==> config.mk <==
export PLATFORM = sky130hd
export DESIGN_NAME = fb_vga_scanout
export DESIGN_NICKNAME = d
export VERILOG_FILES = /design/src/rtl/fb_vga_scanout.sv
export SDC_FILE = /design/constraint.sdc
export NUM_CORES = 1
export LEC_CHECK = 0
export BUFFER_PORTS_ARGS = -buffer_cell sky130_fd_sc_hd__buf_4
export CAP_MARGIN = 15
export CORE_AREA = 2 2 52 103
export CTS_BUF_LIST = sky130_fd_sc_hd__clkbuf_8
export DETAILED_ROUTE_END_ITERATION = 16
export DIE_AREA = 0 0 54 105
export PLACE_DENSITY_LB_ADDON = 0.12
export SYNTH_ARGS = -nofsm -noshare
export SYNTH_HDL_FRONTEND = slang
export SYNTH_SLANG_ARGS = --single-unit
==> constraint.sdc <==
create_clock -name clk -period 7.1 [get_ports clk]
set_input_delay 1.42 -clock clk [delete_from_list [all_inputs] [get_ports clk]]
set_output_delay 1.42 -clock clk [all_outputs]
set_load 0.01 [all_outputs]
==> src/rtl/fb_vga_scanout.sv <==
// fb_vga_scanout: read side of a 320x240 RGB565 frame buffer. It generates
// 640x480@60 VGA timing from the system clock using a pixel-tick divider, and
// reads the buffer with 2x2 pixel doubling. It absorbs the buffer's 1-clk read
// latency and drives aligned 4:4:4 RGB, syncs, video_on and a frame_end pulse.
// The timing geometry is parameterised. The defaults give 640x480@60.
module fb_vga_scanout #(
  parameter int CLK_DIV  = 4,
  parameter int H_ACTIVE = 640,
  parameter int H_FP     = 16,
  parameter int H_SYNC   = 96,
  parameter int H_BP     = 48,
  parameter int V_ACTIVE = 480,
  parameter int V_FP     = 10,
  parameter int V_SYNC   = 2,
  parameter int V_BP     = 33,
  parameter int FB_W     = 320,
  parameter int FB_H     = 240
) (
  input  logic        clk,
  input  logic        rst_n,
  output logic [16:0] read_addr,
  input  logic [15:0] fb_pixel,
  output logic        hsync,
  output logic        vsync,
  output logic [3:0]  vga_r,
  output logic [3:0]  vga_g,
  output logic [3:0]  vga_b,
  output logic        video_on,
  output logic        frame_end
);

  localparam int H_TOTAL = H_ACTIVE + H_FP + H_SYNC + H_BP;
  localparam int V_TOTAL = V_ACTIVE + V_FP + V_SYNC + V_BP;
  localparam int DIV_W   = $clog2(CLK_DIV);

  localparam logic [DIV_W-1:0] DIV_LAST = DIV_W'(CLK_DIV - 1);
  localparam logic [9:0] H_LAST   = 10'(H_TOTAL - 1);
  localparam logic [9:0] V_LAST   = 10'(V_TOTAL - 1);
  localparam logic [9:0] H_ACT    = 10'(H_ACTIVE);
  localparam logic [9:0] V_ACT    = 10'(V_ACTIVE);
  localparam logic [9:0] HS_FIRST = 10'(H_ACTIVE + H_FP);
  localparam logic [9:0] HS_LAST  = 10'(H_ACTIVE + H_FP + H_SYNC - 1);
  localparam logic [9:0] VS_FIRST = 10'(V_ACTIVE + V_FP);
  localparam logic [9:0] VS_LAST  = 10'(V_ACTIVE + V_FP + V_SYNC - 1);

  // The read pipeline needs the pixel back before the next tick.
  // The address space is 17 bits.
  if (CLK_DIV < 3) begin : g_bad_div
    $error("fb_vga_scanout: CLK_DIV must be >= 3");
  end
  if (FB_W * FB_H > 131072) begin : g_bad_fb
    $error("fb_vga_scanout: frame buffer exceeds 17-bit address space");
  end

  // Row base address y*FB_W. For the 320-wide buffer this is (y<<8)+(y<<6).
  function automatic logic [16:0] row_base(input logic [9:0] y);
    logic [16:0] y17;
    y17 = {7'd0, y};
    if (FB_W == 320) return (y17 << 8) + (y17 << 6);
    else             return 17'(y17 * 17'(FB_W));
  endfunction

  logic [DIV_W-1:0] div_q, div_d;
  logic [9:0]       h_q, h_d, v_q, v_d;
  logic [16:0]      addr_q, addr_d;
  logic             hsync_q, hsync_d, vsync_q, vsync_d;
  logic [3:0]       r_q, r_d, g_q, g_d, b_q, b_d;
  logic             video_on_q, video_on_d, frame_end_q, frame_end_d;
  logic             tick, active;

  // Only some RGB565 bits feed the 4:4:4 outputs.
  logic unused_pixel_bits;
  assign unused_pixel_bits = ^{fb_pixel[11], fb_pixel[6:5], fb_pixel[0]};

  // Pixel tick divider and raster counters; counters advance on tick only.
  always_comb begin
    tick   = (div_q == DIV_LAST);
    div_d  = tick ? '0 : div_q + 1'b1;
    h_d    = h_q;
    v_d    = v_q;
    if (tick) begin
      if (h_q == H_LAST) begin
        h_d = '0;
        v_d = (v_q == V_LAST) ? '0 : v_q + 10'd1;
      end else begin
        h_d = h_q + 10'd1;
      end
    end
  end

  // Read address follows the counters one clk later and is zero in blanking.
  always_comb begin
    active = (h_q < H_ACT) && (v_q < V_ACT);
    addr_d = active ? row_base(v_q >> 1) + {8'd0, h_q[9:1]} : 17'd0;
  end

  // Output stage: on tick, take the current position and the returned pixel.
  always_comb begin
    hsync_d     = hsync_q;
    vsync_d     = vsync_q;
    r_d         = r_q;
    g_d         = g_q;
    b_d         = b_q;
    video_on_d  = video_on_q;
    frame_end_d = 1'b0;
    if (tick) begin
      hsync_d     = ~((h_q >= HS_FIRST) && (h_q <= HS_LAST));
      vsync_d     = ~((v_q >= VS_FIRST) && (v_q <= VS_LAST));
      video_on_d  = active;
      r_d         = active ? fb_pixel[15:12] : 4'd0;
      g_d         = active ? fb_pixel[10:7]  : 4'd0;
      b_d         = active ? fb_pixel[4:1]   : 4'd0;
      frame_end_d = (h_q == H_LAST) && (v_q == V_LAST);
    end
  end

  // State registers with synchronous active-low reset; reset aborts the frame.
  always_ff @(posedge clk) begin
    if (!rst_n) begin
      div_q       <= '0;
      h_q         <= '0;
      v_q         <= '0;
      addr_q      <= '0;
      hsync_q     <= 1'b1;
      vsync_q     <= 1'b1;
      r_q         <= '0;
      g_q         <= '0;
      b_q         <= '0;
      video_on_q  <= 1'b0;
      frame_end_q <= 1'b0;
    end else begin
      div_q       <= div_d;
      h_q         <= h_d;
      v_q         <= v_d;
      addr_q      <= addr_d;
      hsync_q     <= hsync_d;
      vsync_q     <= vsync_d;
      r_q         <= r_d;
      g_q         <= g_d;
      b_q         <= b_d;
      video_on_q  <= video_on_d;
      frame_end_q <= frame_end_d;
    end
  end

  assign read_addr = addr_q;
  assign hsync     = hsync_q;
  assign vsync     = vsync_q;
  assign vga_r     = r_q;
  assign vga_g     = g_q;
  assign vga_b     = b_q;
  assign video_on  = video_on_q;
  assign frame_end = frame_end_q;

endmodule

==> Word level (Yosys, flattened, before mapping) <==
Index checks and enable logic that the tools add are counted.
{ "op_classes": {"bitwise_logic": 3, "n_lt_le_gt_ge": 6, "n_mux": 5, "n_reduce_logical": 8, "eq_ne": 3, "n_addsub": 5} }
{ "op_table": {"columns": ["operator", "n"], "rows": [
  ["10-bit by 1-bit adder with 10-bit output (second input constant)", 2],
  ["10-bit == test (second input constant)", 2],
  ["10-bit 2-to-1 mux", 2],
  ["17-bit by 15-bit adder with 17-bit output", 1],
  ["17-bit by 9-bit adder with 17-bit output", 1],
  ["4-bit 2-to-1 mux", 3],
  ["10-bit greater-or-equal comparator (second input constant)", 1],
  ["10-bit by 9-bit greater-or-equal comparator with 1-bit output (second input constant)", 1],
  ["10-bit <= comparator (second input constant)", 1],
  ["10-bit by 9-bit <= comparator with 1-bit output (second input constant)", 1],
  ["10-bit less-than comparator (second input constant)", 1],
  ["10-bit by 9-bit less-than comparator with 1-bit output (second input constant)", 1],
  ["2-bit AND reduction", 3],
  ["1-bit logical AND", 4],
  ["1-bit NOT", 3],
  ["2-bit by 1-bit adder with 2-bit output (second input constant)", 1],
  ["2-bit == test (second input constant)", 1],
  ["2-bit OR reduction", 1]
]} }
{ "totals": {"ff_bits": 55, "input_bits": 18} }

==> Longest topological paths before layout <==
{ "logic_depth": {"depth_word": 3, "depth_mapped": 9, "depth_no_buf": 9} }

==> Least setup slack after synthesis <==
OpenSTA, ideal clock, no wires.
{ "synth_timing": {"path_type": "register to register", "from": "register h_q[9]", "to": "register addr_q[16] (netlist: read_addr[16])", "arrival_time_ns": 2.262, "setup_time_ns": 0.129, "period_less_slack_ns": 2.391, "required_ns": 6.971, "setup_slack_ns": 4.709, "path_stages_with_launch": 9, "n_path_buf": 0, "path_cell_list": "dfxtp_1 > inv_1 > fa_1 > inv_1 > ha_1 > a21oi_1 > o2111ai_1 > a2111oi_0 > nor2_1"} }
{ "synth_via": {"elab_chain_cells": 3, "elab_cells_between_ends": 4} }
{ "synth_rtl": {"columns": ["item", "line_no", "text"], "rows": [
  ["from (decl)", "64", "logic [9:0] h_q, h_d, v_q, v_d;"],
  ["from (signal assigned)", "121", "h_q <= '0;"],
  ["from (signal assigned)", "133", "h_q <= h_d;"],
  ["10-bit less-than comparator", "93", "active = (h_q < H_ACT) && (v_q < V_ACT);"],
  ["1-bit logical AND", "93", null],
  ["2-bit AND reduction (no line)", null, null],
  ["to (signal assigned)", "135", "addr_q <= addr_d;"],
  ["to (decl)", "65", "logic [16:0] addr_q, addr_d;"]
]} }
Several ways; a longest one is shown, not always the timed one.
A chain may end at the register's enable or synchronous reset.

==> Worst setup path in the final report <==
Ends and elaborated chain as after synthesis.

==> out/metrics.csv <==
stage;metric;value;unit
status;outcome;finished clean;
cts;TritonCTS clock tree;yes;
cts;Post-CTS Setup Inserts;0;
logic_synthesis;Ys Warns;0;
logic_synthesis;syn avg cell area;9.155;µm²
global_routing;Most Crowded Layer GR;met2;
critical_path;CP Buf/Inv Count;2;
sta;Worst Tran Pin Value;770.7;ps
cts;hold buffer count at CTS;0;
critical_path;CP endpoint kind;flop;
logic_synthesis;number of synthesized flops with an enable pin;0;
critical_path;critical path type;flop to flop;
logic_synthesis;dominant synthesized flop cell;dfxtp_1;
logic_synthesis;largest area contributor in the netlist;dfxtp_1;
global_routing;number of global-route vias before repair;2050;
critical_path;CP delay by family, top;compound AO/OA/AOI/OAI gates;
sta;Final setup viols;0;
final_layout;Layout Nets;372;
floorplanning;Initial Util;54.01;%
detailed_routing;DR pass1 iterations;4;
critical_path;CP startpoint kind;flop;
detailed_routing;vias per cell;5.418;
global_routing;initial antenna violation count;0;
global_routing;M3 GR Usage;4.571;%
power_and_ir_drop;Leak;1.333;nW
critical_path;Data required, critical path;7300;ps
flow_run;max_cap viols;0;
power_and_ir_drop;PwrDens;172.0;nW/µm²
sta;Setup TNS;0;ps
floorplanning;DIE AREA;5670;µm²
detailed_routing;DRT antenna net count;0;
detailed_routing;WL/cell;13.69;µm
critical_path;worst-path maximum fanout;7;
place;number of port buffers;46;
sta;Slew HR;48.62;%
logic_synthesis;mapped cell area;2628;µm²
logic_synthesis;post-synth top area share;41.90;%
detailed_routing;DRT iter0 DRCs;21;
critical_path;Most common cell on crit path;inv_1;
critical_path;slowest CP cell;fa_1;
cts;Reg clk slew, reported paths;100;ps
cts;H-tree Lvls;2;
cts;CTS Buf Count;5;
logic_synthesis;syn nets;329;
detailed_routing;detailed-route wire length;5.310;mm
place;GP Congestion;0.8675;
detailed_routing;DRC Markers;0;
floorplanning;FP Rows;36;
sta;final hold vios;0;
logic_synthesis;Yosys reg bits;55;
critical_path;Worst Path Arrival;2950;ps
logic_synthesis;top cells by area, synth;dfxtp_1 42%, ha_1 10%, xnor2_1 5.0%;
final_layout;Layout area overhead;17.76;%
logic_synthesis;register area share after synthesis;41.90;%
global_routing;pin count of the biggest net entering global routing;40;
floorplanning;Core Region;4865;µm²
sta;Max Freq;364.3;MHz
cts;clock sinks;55;
global_routing;total global-route track usage;21.43;%
cts;Worst-Skew Late Latency;320;ps
sta;clk_skew;9.561;ps
final_layout;Ant. Diodes;0;
global_routing;met1 Resource Use GR;22.53;%
cts;clock buffer depth;2;
critical_path;slowest cell delay on critical path;610;ps
final_layout;post-route cell area;3094;µm²
critical_path;crit-path cells;inv_1 > fa_1 > inv_1 > ha_1 > a21oi_1 > o2111ai_1 > a2111oi_0 > nor2_1;
logic_synthesis;Post-synth ARST share;0;%
detailed_routing;vias;2102;
place;DP Wirelength;3.909;mm
place;pre-CTS setup slack;4123;ps
final_layout;Final Core Density;63.61;%
floorplanning;IO Count;51;
logic_synthesis;Syn Inst Count;287;
sta;worst setup margin;4355;ps
logic_synthesis;Yosys cell types;46;
sta;unrepaired setup endpoints after global routing;no;
sta;final period utilization;38.66;%
global_routing;GRT overflow;0;
power_and_ir_drop;VDD IR max;0.0002042;V
place;Placed Instance Area;2994;µm²
floorplanning;Die Y;105;µm
global_routing;M2 GR Usage;37.80;%
cts;PostCTS Resize Cnt;0;
global_routing;first-pass GRT wire length;9.183;mm
sta;min Tclk post-route;2745;ps
floorplanning;Die Width;54;µm
sta;max-slew violation count;0;
final_layout;layout cell share with drive strength beyond 1;19.64;%
cts;clock root buffer;clkbuf_8;
worst_hold_path;Hold WC Path Type;flop to flop;
-- worst register-to-register path, delay by kind of cell (launching register included) --
kind	cells	cell delay, ps
and+or+nand+nor	1	90
buffers and inverters	2	180
AOI/OAI and AO/OA	3	1010
adders and majority gates	2	890
DFF	1	470
-- state kept, by name, summed over array words and instances, names as in the netlist --
signal and cells:
read_addr 17, h_q 10, v_q 10, vga_b 4
vga_g 4, vga_r 4, div_q 2, frame_end 1
hsync 1, video_on 1, vsync 1
-- cell usage after synthesis, types with 2 or more instances --
| master | number |
|---|---|
| fa_1 | 2 |
| nor4_1 | 3 |
| nand2_2 | 2 |
| and3_2 | 2 |
| and4_1 | 2 |
| clkbuf_1 | 7 |
| and3_1 | 4 |
| buf_6 | 2 |
| o32ai_1 | 2 |
| nand3_1 | 24 |
| and2_1 | 11 |
| nand4b_1 | 2 |
| nor3_1 | 9 |
| o21ai_0 | 19 |
| xnor2_1 | 15 |
| xor2_1 | 5 |
| a21oi_1 | 2 |
| nand2b_1 | 2 |
| a21o_1 | 2 |
| nand2_1 | 25 |
| inv_1 | 13 |
| nor2_1 | 21 |
| ha_1 | 22 |
| nor2_2 | 3 |
| dfxtp_1 | 55 |
| nand4_1 | 5 |
| nor2b_1 | 5 |
| o21a_1 | 3 |
-- worst paths after layout --
| check | start | endpoint | slack (ps) | depth (start not counted) |
|---|---|---|---|---|
| hold reg to reg | div_q[0]$_SDFF_PP0_ | div_q[0]$_SDFF_PP0_ | 430 | 1 |
| setup / recovery | h_q[9]$_SDFFE_PN0P_ | read_addr[16]$_SDFF_PN0_ | 4360 | 8 |
| hold / removal | div_q[0]$_SDFF_PP0_ | div_q[0]$_SDFF_PP0_ | 430 | 1 |
| setup reg to reg | h_q[9]$_SDFFE_PN0P_ | read_addr[16]$_SDFF_PN0_ | 4360 | 8 |
-- power breakdown --
group / internal [mW] / switching (mW)
registers: 0.313 / 0.00266
clock network: 0.0878 / 0.0989
logic: 0.0126 / 0.0171
-- final cells by class --
type	count	area, µm²
flip-flops and latches	55	1101
fillers	441	1770
clock buffers	7	96.34
multi-input cells	208	1420
inverters	13	48.80
repair buffers	47	352.8
clock inverters	1	3.754
well taps	57	71.32
-- per-layer routing --
metal	routed length, µm	part of all wire (%)
met3	160	3.0
met2	2935	55
met1	2074	39
met5	0	0
met4	140	2.6
-- logic make-up (layout without fill, tap and decap cells) --
logic type / count (synthesis) / count (layout) / share of synthesized area [%]
and+or+nand+nor: 126 / 126 / 26.05
DFF: 55 / 55 / 41.90
AOI/OAI and AO/OA: 37 / 37 / 8.953
adders and majority gates: 24 / 24 / 12.00
buffers and inverters: 24 / 68 / 4.048
xor gates and xnor gates: 20 / 20 / 6.667
muxes: 1 / 1 / 0.3810
-- layout by cell type, fill, tap and decap left out, types with 2 or more instances in the layout --
cell      instances
o21ai_0          19
clkbuf_8          7
nor2_1           21
nor2b_1           5
and2_1           11
o32ai_1           2
nand4_1           5
xor2_1            5
fa_1              2
nand4b_1          2
nand2_2           2
nand2_1          25
nand2b_1          2
and3_1            4
dfxtp_1          55
nor2_2            3
a21oi_1           2
nand3_1          24
and3_2            2
xnor2_1          15
and4_1            2
o21a_1            3
ha_1             22
nor3_1            9
nor4_1            3
buf_4            47
inv_1            14
a21o_1            2
-- stage by stage --
stage | power [mW] | instances | hold WS [ps]
after CTS | 0.5412 | 388 | 431.8
after detailed placement | 0.3533 | 380 | 417.5
after global placement | 0.3524 | 380 | 409.8
after floorplan | 0.3392 | 287 | 399.2
after global routing | 0.5573 | 388 | 442.3
final | 0.5323 | 388 | 426.5
No activity file was read; power rests on OpenSTA's default activity.
